<file path="config.mk">
export PLATFORM = sky130hd
export DESIGN_NAME = multicycle_control
export DESIGN_NICKNAME = d
export VERILOG_FILES = /design/src/rtl/mc_ctrl_pkg.sv /design/src/rtl/multicycle_control_decode.sv /design/src/rtl/multicycle_control.sv
export SDC_FILE = /design/constraint.sdc
export NUM_CORES = 1
export LEC_CHECK = 0
export CORE_MARGIN = 2
export CORE_UTILIZATION = 56
export CTS_BUF_LIST = sky130_fd_sc_hd__clkbuf_2 sky130_fd_sc_hd__clkbuf_4 sky130_fd_sc_hd__clkbuf_8
export CTS_CLUSTER_SIZE = 24
export DETAILED_ROUTE_END_ITERATION = 8
export PLACE_DENSITY_LB_ADDON = 0.1
export SLEW_MARGIN = 20
export SYNTH_ARGS = -nofsm -noshare
export SYNTH_HDL_FRONTEND = slang
export SYNTH_HIERARCHICAL = 1
export SYNTH_SLANG_ARGS = --single-unit
export TNS_END_PERCENT = 30
</file>
<file path="constraint.sdc">
create_clock -name clk -period 3.6 [get_ports clk]
set_input_delay 0.72 -clock clk [delete_from_list [all_inputs] [get_ports clk]]
set_output_delay 0.72 -clock clk [all_outputs]
set_load 0.01 [all_outputs]
</file>
<file path="src/rtl/mc_ctrl_pkg.sv">
// mc_ctrl_pkg: shared types and encodings for the multicycle MIPS-subset control FSM.
//   state_e   4-bit FSM state encoding (also exported on state_dbg)
//   OP_*      IR[31:26] opcodes understood by the controller
//   ALUOP_*, SRCB_*, PCSRC_*  datapath mux/ALU encodings
//   ctrl_t    one control word carrying every datapath strobe
package mc_ctrl_pkg;

    typedef enum logic [3:0] {
        S_FETCH     = 4'd0,
        S_DECODE    = 4'd1,
        S_MEM_ADDR  = 4'd2,
        S_MEM_READ  = 4'd3,
        S_MEM_WB    = 4'd4,
        S_MEM_WRITE = 4'd5,
        S_R_EXEC    = 4'd6,
        S_R_WB      = 4'd7,
        S_BRANCH    = 4'd8,
        S_JUMP      = 4'd9,
        S_ADDI_EXEC = 4'd10,
        S_ADDI_WB   = 4'd11,
        S_HALT      = 4'd15
    } state_e;

    localparam logic [5:0] OP_R    = 6'h00;
    localparam logic [5:0] OP_J    = 6'h02;
    localparam logic [5:0] OP_BEQ  = 6'h04;
    localparam logic [5:0] OP_ADDI = 6'h08;
    localparam logic [5:0] OP_LW   = 6'h23;
    localparam logic [5:0] OP_SW   = 6'h2B;

    localparam logic [1:0] ALUOP_ADD   = 2'b00;
    localparam logic [1:0] ALUOP_SUB   = 2'b01;
    localparam logic [1:0] ALUOP_FUNCT = 2'b10;

    localparam logic [1:0] SRCB_B     = 2'b00;
    localparam logic [1:0] SRCB_ONE   = 2'b01;
    localparam logic [1:0] SRCB_IMM   = 2'b10;
    localparam logic [1:0] SRCB_IMMSH = 2'b11;

    localparam logic [1:0] PCSRC_INC    = 2'b00;
    localparam logic [1:0] PCSRC_BRANCH = 2'b01;
    localparam logic [1:0] PCSRC_JUMP   = 2'b10;

    typedef struct packed {
        logic       pc_write;
        logic       pc_write_cond;
        logic       i_or_d;
        logic       mem_read;
        logic       mem_write;
        logic       mem_to_reg;
        logic       ir_write;
        logic       reg_write;
        logic       reg_dst;
        logic       alu_src_a;
        logic [1:0] alu_src_b;
        logic [1:0] alu_op;
        logic [1:0] pc_source;
    } ctrl_t;

endpackage

</file>
<file path="src/rtl/multicycle_control_decode.sv">
// mc_ctrl_decode: combinational state -> control word (Moore outputs, before mem_ready/reset gating).
//   state_i  current FSM state
//   ctrl_o   raw control word for that state
// Optional: MC_CTRL_ADDI_EN adds the ADDI_EXEC/ADDI_WB rows.
module mc_ctrl_decode
    import mc_ctrl_pkg::*;
(
    input  state_e state_i,
    output ctrl_t  ctrl_o
);

    always_comb begin
        ctrl_o = '0;
        case (state_i)
            S_FETCH: begin
                ctrl_o.mem_read  = 1'b1;
                ctrl_o.alu_src_b = SRCB_ONE;
                ctrl_o.pc_write  = 1'b1;
                ctrl_o.ir_write  = 1'b1;
            end
            S_DECODE: ctrl_o.alu_src_b = SRCB_IMMSH;
            S_MEM_ADDR: begin
                ctrl_o.alu_src_a = 1'b1;
                ctrl_o.alu_src_b = SRCB_IMM;
            end
            S_MEM_READ: begin
                ctrl_o.alu_src_a = 1'b1;
                ctrl_o.alu_src_b = SRCB_IMM;
                ctrl_o.i_or_d    = 1'b1;
                ctrl_o.mem_read  = 1'b1;
            end
            S_MEM_WB: begin
                ctrl_o.alu_src_a  = 1'b1;
                ctrl_o.alu_src_b  = SRCB_IMM;
                ctrl_o.i_or_d     = 1'b1;
                ctrl_o.mem_to_reg = 1'b1;
                ctrl_o.reg_write  = 1'b1;
            end
            S_MEM_WRITE: begin
                ctrl_o.alu_src_a = 1'b1;
                ctrl_o.alu_src_b = SRCB_IMM;
                ctrl_o.i_or_d    = 1'b1;
                ctrl_o.mem_write = 1'b1;
            end
            S_R_EXEC: begin
                ctrl_o.alu_src_a = 1'b1;
                ctrl_o.alu_op    = ALUOP_FUNCT;
            end
            S_R_WB: begin
                ctrl_o.alu_src_a = 1'b1;
                ctrl_o.alu_op    = ALUOP_FUNCT;
                ctrl_o.reg_dst   = 1'b1;
                ctrl_o.reg_write = 1'b1;
            end
            S_BRANCH: begin
                ctrl_o.alu_src_a     = 1'b1;
                ctrl_o.alu_op        = ALUOP_SUB;
                ctrl_o.pc_write_cond = 1'b1;
                ctrl_o.pc_source     = PCSRC_BRANCH;
            end
            S_JUMP: begin
                ctrl_o.pc_write  = 1'b1;
                ctrl_o.pc_source = PCSRC_JUMP;
            end
`ifdef MC_CTRL_ADDI_EN
            S_ADDI_EXEC: begin
                ctrl_o.alu_src_a = 1'b1;
                ctrl_o.alu_src_b = SRCB_IMM;
            end
            S_ADDI_WB: begin
                ctrl_o.alu_src_a = 1'b1;
                ctrl_o.alu_src_b = SRCB_IMM;
                ctrl_o.reg_write = 1'b1;
            end
`endif
            default: ctrl_o = '0;
        endcase
    end

endmodule

</file>
<file path="src/rtl/multicycle_control.sv">
// multicycle_control: main control FSM for the multicycle MIPS-subset datapath.
//   clk, reset (sync, active-high), opCode (IR[31:26]), mem_ready (memory access completes)
//   -> every datapath strobe, sticky illegal_op, retired-instruction counter, state_dbg.
// Optional: MC_CTRL_ADDI_EN enables ADDI (opcode 08); otherwise 08 halts as illegal.
module multicycle_control
    import mc_ctrl_pkg::*;
#(
    parameter int RETIRE_W = 32
) (
    input  logic                clk,
    input  logic                reset,
    input  logic [5:0]          opCode,
    input  logic                mem_ready,
    output logic                PCWrite,
    output logic                PCWriteCond,
    output logic                IorD,
    output logic                MemRead,
    output logic                MemWrite,
    output logic                MemtoReg,
    output logic                IRWrite,
    output logic                RegWrite,
    output logic                RegDst,
    output logic                ALUSrcA,
    output logic [1:0]          ALUSrcB,
    output logic [1:0]          ALUOp,
    output logic [1:0]          PCSource,
    output logic                illegal_op,
    output logic [RETIRE_W-1:0] retired,
    output logic [3:0]          state_dbg
);

    state_e              state_q, state_d;
    logic [RETIRE_W-1:0] retired_q;
    logic                illegal_q;
    logic                retire;
    ctrl_t               dec, ctrl;

    mc_ctrl_decode u_decode (
        .state_i(state_q),
        .ctrl_o (dec)
    );

    always_comb begin
        state_d = state_q;
        case (state_q)
            S_FETCH:     state_d = mem_ready ? S_DECODE : S_FETCH;
            S_DECODE: begin
                case (opCode)
                    OP_LW, OP_SW: state_d = S_MEM_ADDR;
                    OP_R:         state_d = S_R_EXEC;
                    OP_BEQ:       state_d = S_BRANCH;
                    OP_J:         state_d = S_JUMP;
`ifdef MC_CTRL_ADDI_EN
                    OP_ADDI:      state_d = S_ADDI_EXEC;
`endif
                    default:      state_d = S_HALT;
                endcase
            end
            S_MEM_ADDR:  state_d = (opCode == OP_LW) ? S_MEM_READ : S_MEM_WRITE;
            S_MEM_READ:  state_d = mem_ready ? S_MEM_WB : S_MEM_READ;
            S_MEM_WB:    state_d = S_FETCH;
            S_MEM_WRITE: state_d = mem_ready ? S_FETCH : S_MEM_WRITE;
            S_R_EXEC:    state_d = S_R_WB;
            S_R_WB:      state_d = S_FETCH;
            S_BRANCH:    state_d = S_FETCH;
            S_JUMP:      state_d = S_FETCH;
`ifdef MC_CTRL_ADDI_EN
            S_ADDI_EXEC: state_d = S_ADDI_WB;
            S_ADDI_WB:   state_d = S_FETCH;
`endif
            default:     state_d = S_HALT;
        endcase
    end

    // Only final states can return to FETCH, so any non-FETCH -> FETCH move retires one instruction.
    assign retire = (state_d == S_FETCH) && (state_q != S_FETCH);

    always_ff @(posedge clk) begin
        if (reset) begin
            state_q   <= S_FETCH;
            retired_q <= '0;
            illegal_q <= 1'b0;
        end else begin
            state_q <= state_d;
            if (retire) retired_q <= retired_q + RETIRE_W'(1);
            if (state_d == S_HALT) illegal_q <= 1'b1;
        end
    end

    // PC/IR load in FETCH only completes when memory delivers the instruction word.
    always_comb begin
        ctrl = dec;
        if (state_q == S_FETCH) begin
            ctrl.pc_write = dec.pc_write & mem_ready;
            ctrl.ir_write = dec.ir_write & mem_ready;
        end
        if (reset) ctrl = '0;
    end

    assign PCWrite     = ctrl.pc_write;
    assign PCWriteCond = ctrl.pc_write_cond;
    assign IorD        = ctrl.i_or_d;
    assign MemRead     = ctrl.mem_read;
    assign MemWrite    = ctrl.mem_write;
    assign MemtoReg    = ctrl.mem_to_reg;
    assign IRWrite     = ctrl.ir_write;
    assign RegWrite    = ctrl.reg_write;
    assign RegDst      = ctrl.reg_dst;
    assign ALUSrcA     = ctrl.alu_src_a;
    assign ALUSrcB     = ctrl.alu_src_b;
    assign ALUOp       = ctrl.alu_op;
    assign PCSource    = ctrl.pc_source;
    assign illegal_op  = ~reset & illegal_q;
    assign retired     = reset ? '0 : retired_q;
    assign state_dbg   = reset ? 4'h0 : state_q;

endmodule

</file>
**Word level (Yosys, flattened, before mapping)**

Cells that the tools add are included.
W data, S select, Z words.

- Bitwise logic cells: 4
- Equal/unequal tests: 14
- Multiplexer cells: 24
- Add/subtract/negate cells: 1
- Reduce and logical (&&, ||, !) cells: 14

Operators by type and width:

| cell | number |
|---|---|
| $add A32 B1 Y32 const B | 1 |
| $mux W32 | 1 |
| $pmux W4 S7 | 1 |
| $eq A4 B3 Y1 const B | 4 |
| $mux W16 | 1 |
| $pmux W4 S4 | 1 |
| $mux W1 | 13 |
| $eq A4 B4 Y1 const B | 3 |
| $eq A6 B6 Y1 const B | 2 |
| $reduce_or A2 Y1 | 5 |
| $mux W3 | 3 |
| $eq A4 B2 Y1 const B | 2 |
| $logic_not A4 Y1 | 2 |
| $pmux W2 S2 | 2 |
| $reduce_or A4 Y1 | 2 |
| $reduce_or A7 Y1 | 1 |
| $eq A6 B2 Y1 const B | 1 |
| $eq A6 B3 Y1 const B | 1 |
| $logic_not A6 Y1 | 1 |
| $pmux W2 S3 | 1 |
| $eq A4 B1 Y1 const B | 1 |
| $mux W4 | 1 |
| $reduce_bool A4 Y1 | 1 |
| $and A1 B1 Y1 | 3 |
| 3 further kinds | 3 |

- Bits in registers: 37
- Output and inout bits: 53

**Longest topological paths before layout**

Gate-level depths: netlist (run 1).

- Depth after elaboration: 6
- Gate-level depth with buffers: 9

**By module**

Netlist (run 1), hierarchy kept.

Modules (own cells, without submodules):

| module | cells each | area an instance (µm²) | sequential area each (µm²) | instances |
|---|---|---|---|---|
| multicycle_control | 303 | 2,442.3 | 740.7 | 1 |
| mc_ctrl_decode | 27 | 205.2 | 0.0 | 1 |

**Worst setup path before layout (run 1)**

OpenSTA, ideal clock, no wires.

- Path type: input port to output port
- Start: input port reset
- End: output port retired[18]
- Path slack: 1,214 ps
- Stages on the path: 4
- Data arrival time: 1,666 ps
- Path through: clkbuf_1 buf_1 clkbuf_1 nor2_1

- Longest elaborated chain between the ends: 1

Ends and longest elaborated chain:

| what | RTL line | RTL |
|---|---|---|
| from (decl) | multicycle_control.sv:11 | `input logic reset,` |
| $mux W32 | multicycle_control.sv:114 | `assign retired = reset ? '0 : retired_q;` |
| to (decl) | multicycle_control.sv:28 | `output logic [RETIRE_W-1:0] retired,` |

Every way passes these cells.

**Worst setup path after layout (run 1)**

- Start: register state_q[2]
- End: output port PCWrite

- Longest elaborated chain between the ends: 6
- Elaborated cells between the ends (all ways): 7
- Those cells by class: eq/ne: 1; mux: 3; bitwise: 1; reduce/logical: 2

Ends and longest elaborated chain:

| what | RTL line | RTL |
|---|---|---|
| from (decl) | multicycle_control.sv:32 | `state_e state_q, state_d;` |
| from (signal assigned) | multicycle_control.sv:84 | `state_q <= state_d;` |
| $eq A4 B4 Y1 or $logic_not A4 Y1 (tied branches) | multicycle_control_decode.sv:14, multicycle_control.sv:93 |  |
| $reduce_or A2 Y1 (no source line) | n/a |  |
| $mux W1 | multicycle_control_decode.sv:14 | `case (state_i)` |
| $and A1 B1 Y1 | multicycle_control.sv:94 | `ctrl.pc_write = dec.pc_write & mem_ready;` |
| $mux W1 (*) | multicycle_control.sv:93 | `if (state_q == S_FETCH) begin` |
| $mux W16 (*) | multicycle_control.sv:97 | `if (reset) ctrl = '0;` |
| to (decl) | multicycle_control.sv:14 | `output logic PCWrite,` |

Every way passes the cells marked *; elsewhere a longest branch is shown, timed or not.

==> impl.org, run 1 <==
** Outcome
- The flow ran to the end, and the final reports show no timing, DRC or antenna violations.

** Clocking
- Hold repair after CTS inserted 0 buffers.
- Clock tree from TritonCTS :: yes
- Clock latency reported for the late side of the worst-skew pair :: roughly 0.29 ns
- Clock transition at the registers of the reported paths :: 0.07 ns
- The longest clock path from root to sink contains 2 buffers.
- The number of clock buffers added by TritonCTS is 5.
- Setup bufs post-CTS :: 0
- Once the clock tree was built, the resizer swapped 0 gates to a different size.
- CTS Root Buffer Type :: sky130_fd_sc_hd__clkbuf_8
- Sinks on Clock Net :: 37
- Clock H-tree levels :: 2

** STA
- Timing would allow up to approximately 320 MHz.
- Final hold violations :: 0
- Worst relative slew slack :: 0.441
- Clock skew on the completed layout was measured at 0.00466 ns.
- Worst-margin pin slew :: approximately 0.84 ns
- Setup violations remaining at the end of the flow were counted as 0.
- Worst Setup Slack, final :: roughly 0.44 ns
- Setup repair after global routing left no endpoint under its margin.
- The routed design could run at a clock period as short as between 3 and 4 ns.
- The number of max-slew violations in the final report came to 0.
- For the final routed database, the setup TNS stands at 0 ns.
- Share of the clock period used by the worst path :: 0.878

** Pwr
- The share of total power dissipated in sequential elements is 0.350.
- Power density relative to cell area :: roughly 490 nW/µm²
- NetSw :: around 0.65 mW
- Leakage dissipation :: 1.06 nW
- Of the total power, combinational logic draws 0.450.
- Net switching share of the total power :: 0.409
- The share of total power dissipated in the clock network is 0.200.
- Across the VDD grid, the largest voltage drop is 0.000251 V.
- Internal power :: between 0.9 and 1 mW

** Setup path
- The worst setup path is launched from a register.
- Arrival @ worst endpoint :: approximately 2.4 ns
- Along the worst path, the maximum fanout reaches 20.
- Worst endpoint required time :: 2.88 ns
- Critical path start-end classification :: register to output pin
- R2r worst-path depth :: 6
- Critical path endpoint category :: output pin

** Placement
- Dpl hpwl :: between 4000 and 5000 µm
- Routability-driven placement finished with a final weighted congestion of 0.811.
- During placement, the flow inserted port buffers numbering ~60.
- Prior to clock tree synthesis, the placed netlist has a worst setup slack of 0.345 ns.
- Summing all placed instances gives a cell area of approximately 3200 µm².

** Layout
- Layout cell share with drive strength beyond 1 :: 0.0875
- From synthesis to final layout, the design area changed by 24.5%.
- Final instance area :: 3300 µm²
- Post-layout net count :: slightly below 400
- At the end of the flow the core is filled with cells to 0.712.
- Antenna fix cells :: 0

** Logic synthesis
- Leading register cell type out of synthesis :: sky130_fd_sc_hd__dfxtp_1
- The share of the Yosys chip area taken by registers is 0.280.
- Synthesis produced between 300 and 400 cells.
- In this run, synthesis produced a sequential element count of 37.
- Main area contributors after synthesis :: sky130_fd_sc_hd__dfxtp_1 28%, sky130_fd_sc_hd__nor2b_1 11%, sky130_fd_sc_hd__a21oi_1 5.5%
- Number of synthesized flops with an enable pin :: 0
- The cell area that synthesis handed to floorplanning was between 2000 and 3000 µm².
- Synthesized netlist net count :: 340
- Each instance of the synthesized netlist takes up on average approximately 8 µm².
- Post-synthesis cell type with the largest combined area :: sky130_fd_sc_hd__dfxtp_1
- Of the post-synthesis cell area, the dominant cell type holds 0.280.
- Cell variety after synth :: approximately 60
- During synthesis, Yosys emitted a total of 6 warnings.
- Share of async-settable or async-resettable flops after synthesis :: 0

** Routing
- For this block, the initial DRC count from the detailed router was 83.
- Remaining routing DRC violations :: 0
- The routed design has 6040 µm of wire.
- Drt wl/cell :: roughly 14 µm
- The final route contains approximately 2500 vias.
- The pre-antenna-repair detailed-routing pass consisted of 4 iterations.
- Vias/cell :: slightly below 6
- Antenna violation net count after detailed routing :: 0

** Global route
- The number of global-route vias before repair is roughly 2400.
- The first global-routing pass estimated a little over 10000 µm of wire.
- Pin count of the biggest net entering global routing :: 39
- Global router's overall resource usage :: 0.238
- The number of antenna violations at the first check in global routing is 0.
- Total overflow reported by the global router :: 0

** Floorplanning
- In this run the horizontal extent of the chip is a little over 70 µm.
- Initial Utilization :: 0.572
- In this run the vertical extent of the chip is a little over 70 µm.
- Floorplan core area :: roughly 4600 µm²
- Top-Level Pins :: between 60 and 70
- The die covers approximately 5300 µm².
- After floorplanning, the core was divided into 25 placement rows.

** Worst hold path
- The path class of the tightest hold or removal check is register to register.
- The worst hold path passes through 2 cells.

** Job
- Maxcap violations :: 0
-- cells in the final DEF (no fill, tap or decap), types with 2 or more instances in the layout --
cell / count
sky130_fd_sc_hd__nor3b_1: 2
sky130_fd_sc_hd__buf_4: 2
sky130_fd_sc_hd__nor2b_1: 48
sky130_fd_sc_hd__o31ai_1: 12
sky130_fd_sc_hd__clkdlybuf4s50_1: 60
sky130_fd_sc_hd__nand2_1: 15
sky130_fd_sc_hd__and3_1: 4
sky130_fd_sc_hd__inv_1: 8
sky130_fd_sc_hd__or3_1: 16
sky130_fd_sc_hd__dfxtp_1: 37
sky130_fd_sc_hd__nand3_1: 9
sky130_fd_sc_hd__mux2_1: 4
sky130_fd_sc_hd__a21oi_1: 29
sky130_fd_sc_hd__xor2_1: 3
sky130_fd_sc_hd__a211oi_1: 3
sky130_fd_sc_hd__or4_1: 12
sky130_fd_sc_hd__and2_1: 7
sky130_fd_sc_hd__clkbuf_8: 7
sky130_fd_sc_hd__or2_4: 2
sky130_fd_sc_hd__nor4_2: 2
sky130_fd_sc_hd__o21ai_1: 2
sky130_fd_sc_hd__and4_1: 3
sky130_fd_sc_hd__nor2_1: 22
sky130_fd_sc_hd__nor3_1: 11
sky130_fd_sc_hd__nand4_1: 6
sky130_fd_sc_hd__o21ai_0: 16
sky130_fd_sc_hd__or2_2: 2
-- synth_stat cells, drive strengths merged (2+ instances only) --
cell type,n
xor2,3
nor2,22
inv,8
clkbuf,8
or4,12
or3,16
nor4b,2
o21ai,19
o211ai,2
nand4,6
nor3b,2
or2,4
dfxtp,37
nand2,16
nor3,11
buf,17
o31ai,13
nor4,3
a211oi,4
mux2,5
nor2b,48
and3,4
o2111ai,2
and4,3
a21oi,29
and2,7
nand3,9
-- registers in the layout, summed over array words and instances, names as in the netlist --
| register | flops |
|---|---|
| retired_q | 32 |
| state_q | 4 |
| illegal_q | 1 |
-- path summary, 6_finish.rpt --
kind	start	to	slack, ns
setup / recovery	state_q[2]	PCWrite	0.44
hold / removal	retired_q[31]	retired_q[31]	0.49
setup reg to reg	state_q[2]	retired_q[30]	0.75
hold reg to reg	retired_q[31]	retired_q[31]	0.49
-- critical path: stages (launching register included) --
cell and delay, ns:
sky130_fd_sc_hd__dfxtp_1 0.87, sky130_fd_sc_hd__or2_4 0.26, sky130_fd_sc_hd__nor2_1 0.10, sky130_fd_sc_hd__a21oi_1 0.24
sky130_fd_sc_hd__and2_1 0.15, sky130_fd_sc_hd__clkdlybuf4s50_1 0.53
-- area by class of cell --
cell class,instances,area [µm²]
clock buffer,7,96.3
clock inverter,1,5.00
fill,392,1330
inverter,8,30.0
multi-input combinational,260,1720
sequential,37,741
tap,54,67.6
timing repair buffer,64,641
-- routing by layer --
metal  part of all wire  vias to the layer above  global-route usage
met2               0.48                       59               0.414
met1               0.46                     1183               0.298
met4             0.0056                        0              0.0617
li1                   -                     1283                   -
met5                  0                        -                   0
met3              0.047                        5              0.0497
-- power by group through the flow --
| stage | clock network [mW] | registers [mW] | logic [mW] |
|---|---|---|---|
| 2_1_floorplan | 0 | 0.474 | 0.671 |
| 3_3_place_gp | 0 | 0.569 | 0.699 |
| 3_5_place_dp | 0 | 0.568 | 0.717 |
| 4_1_cts | 0.329 | 0.558 | 0.721 |
| 5_1_grt | 0.343 | 0.575 | 0.788 |
| 6_report | 0.321 | 0.559 | 0.721 |
-- per-stage QoR --
step	instances	hold slack [ns]	power, mW
floorplan	330	0.447	1.15
global placement	423	0.465	1.27
detailed placement	423	0.485	1.28
CTS	431	0.497	1.61
global route	431	0.527	1.71
finish	431	0.495	1.60
-- kinds of logic after synthesis --
kind of cell	count (synthesis)	synth area share
and+or+nand+nor	169	0.393
AOI/OAI and AO/OA	80	0.213
DFF	37	0.280
buffers and inverters	33	0.0718
muxes	6	0.0250
xor gates and xnor gates	4	0.0132
adders and majority gates	1	0.00473
No activity file was read; power rests on OpenSTA's default activity.
==> run 2, diff against run 1 <==
Settings changed: CORE_MARGIN 2 to default.
==> run 2 against run 1 <==
The run now ends with DRC left. Largest power group unchanged. Hold slack got worse by 0.012 ns. Via count grew 2.8%. Global-route usage grew 2.7 points. Worst setup slack got worse by 0.057 ns. Flip-flop and latch count did not move. Combinational power increased by 3.7%. Core utilization rose by 3.0 points. Critical path type unchanged.
==> impl.org, run 2 (synthesis results as in run 1) <==
** Placement
- At the placement stage, the worst setup path has a slack of approximately 0.43 ns.
- Port buffering added between 60 and 70 buffers.
- Placer's final routability congestion estimate :: about 0.8
- The wire-length estimate of the detail-placed layout is approximately 4400 µm.
- Placed Area :: around 3200 µm²

** Clocking
- The number of hold buffers added after CTS was 0.
- Clock-pin slew was measured on the worst setup and hold paths at about 0.07 ns.
- Clock buffer depth :: 2
- CTS Root Buffer Type :: sky130_fd_sc_hd__clkbuf_8
- Sinks on Clock Net :: 37
- TritonCTS built the clock tree.
- After clock tree synthesis, the repair step resized 0 gates.
- The clock reaches the later pin of the worst-skew pair after 0.29 ns.
- Setup bufs post-CTS :: 0
- TritonCTS created 5 clock buffers.
- Clock H-tree levels :: 2

** Routing
- Routed Wire Length :: 6370 µm
- In the final routed layout, each cell accounts on average for around 15 µm.
- The pre-antenna-repair detailed-routing pass consisted of 6 iterations.
- The first routing iteration left around 150 violations.
- Via count :: around 2600
- In the routed layout, each cell is associated on average with a via count of roughly 6.
- For this run, design rule violations remaining after detail routing come to 10.
- The count of nets left with antenna violations once routing finished came out at 0.

** Floorplanning
- The floorplan step defined a die boundary enclosing between 5000 and 6000 µm².
- For this configuration, the core starts out at a cell density of 0.596.
- The core region is around 4400 µm².
- Measured along the y axis, the die boundary spans between 70 and 80 µm.
- The initialized floorplan defines 24 standard-cell rows.
- The die is between 70 and 80 µm wide.
- 62 I/O pins were placed.

** Pwr
- The share of total power dissipated in sequential elements is 0.341.
- NetSw :: 0.653 mW
- Leakage dissipation :: 1.06 nW
- Combinational share of power :: 0.470
- Net switching share of the total power :: 0.410
- Of the total power, the clock network draws 0.189.
- Dividing total power by cell area gives a power density of slightly below 500 nW/µm².
- The design draws 1.59 mW.
- Internal power :: ~0.94 mW
- The worst-case IR drop observed on VDD is 0.000243 V.

** Job
- Across the run, the number of max-cap violations was 0.

** Layout
- Compared with the post-synthesis result, the final layout area differs by 24.6%.
- Number of filler instances in the final layout :: between 300 and 400
- retired_q holds more flip-flops than any other register.
- In the final layout, the registers with the most flip-flops are retired_q (32), state_q (4), illegal_q (1).
- In the final design database the tool counted 388 nets.
- Footprint of the flip-flops and latches :: 741 µm²
- Layout cell share with drive strength beyond 1 :: 0.0899
- Commonest non-fill, non-tap cells in the layout :: 60 x sky130_fd_sc_hd__clkdlybuf4s50_1, 48 x sky130_fd_sc_hd__nor2b_1, 37 x sky130_fd_sc_hd__dfxtp_1
- The number of antenna diodes in the final layout is 0.
- The library cell used most frequently in the layout, excluding fill and tap cells, is sky130_fd_sc_hd__clkdlybuf4s50_1.
- Area of the multi-input gates :: between 1500 and 2000 µm²
- The finished cells cover between 3000 and 4000 µm².
- The register with the most flip-flops in the layout has 32 of them.

** STA
- Skew final :: between 0.007 and 0.008 ns
- Share of the clock period used by the worst path :: 0.894
- For the pin with the worst max-slew slack, the measured transition is around 0.9 ns.
- Setup repair after global routing left no endpoint under its margin.
- Final setup vio count :: 0
- Worst relative slew slack :: 0.401
- The number of max-slew violations in the final report came to 0.
- Clock period minus worst slack :: between 3 and 4 ns
- Post-Route Setup TNS :: 0 ns
- The number of hold violations in the final report was 0.
- Based on the critical path, the design can be clocked at up to 311 MHz.
- Worst Setup Slack, final :: roughly 0.38 ns

** Setup path
- For the worst setup path, the data required time is 2.88 ns.
- Data on the critical path arrives at its endpoint at between 2 and 3 ns.
- Of all nets on the critical path, the largest fanout is 20.
- CP startpoint kind :: register
- Critical path endpoint category :: output pin
- The critical path is of the register to output pin type.

** Global route
- Wire length of the first global-routing pass :: ~11000 µm
- After global routing the overflow that remains totals 0.
- The number of global-route vias before repair is 2355.
- Across every metal layer, demand over resource in global routing totals 0.264.
- Pin count of the biggest net entering global routing :: 36
- Antenna violations before repair :: 0

** Outcome
- The final reports fail on DRC.
- Outcome :: finished, violations left

** Worst hold path
- Worst min-delay path class :: register to register
==> run 2: cell types whose count changed in the layout (fill, tap and decap cells not counted), sizes merged <==
cell	previous run	this run
clkinv	1	0
buf	4	6
==> run 2: path summary, 6_finish.rpt <==
kind,from,to,slack [ns],depth (start not counted)
hold reg to reg,retired_q[31],retired_q[31],0.48,2
setup / recovery,state_q[2],PCWrite,0.38,5
setup reg to reg,state_q[2],retired_q[29],0.79,6
hold / removal,retired_q[31],retired_q[31],0.48,2
==> run 2: final cells by class <==
type / count / share of cell area
sequential: 37 / 0.225
timing repair buffer: 66 / 0.199
inverter: 8 / 0.00910
clock buffer: 7 / 0.0273
multi-input combinational: 260 / 0.520
tap: 52 / 0.0197
==> run 2: power by group through the flow <==
stage	Clock [mW]	Combinational, mW	Sequential (mW)
final	0.300	0.748	0.542
after floorplan	0	0.671	0.474
after global routing	0.322	0.826	0.554
after CTS	0.306	0.747	0.543
after detailed placement	0	0.742	0.552
after global placement	0	0.725	0.547
==> run 2: routing by layer <==
layer	up-vias	track usage	routed length, µm
li1	1294	-	-
met1	1225	0.323	2790
met2	73	0.456	3120
met3	9	0.0484	354
met4	0	0.113	108
met5	-	0	0
==> run 2: worst max-delay path, stage by stage, from the launching register on <==
cell	delay [ns]
sky130_fd_sc_hd__dfxtp_1	0.91
sky130_fd_sc_hd__or2_4	0.26
sky130_fd_sc_hd__nor2_1	0.11
sky130_fd_sc_hd__a21oi_1	0.24
sky130_fd_sc_hd__and2_1	0.15
sky130_fd_sc_hd__clkdlybuf4s50_1	0.53
==> run 2: per-stage QoR <==
step                hold WS (ns)  std cells   util
finish                     0.482        430  0.742
global route               0.495        430  0.742
CTS                        0.481        430  0.742
detailed placement         0.469        423  0.722
global placement           0.460        423  0.722
floorplan                  0.447        330      -
==> run 3, diff against run 2 <==
Settings changed: ABC_CLOCK_PERIOD_IN_PS from default to 3600.
==> results of run 3 <==
No change in the layout: final DEF, timing and power equal those of run 2.
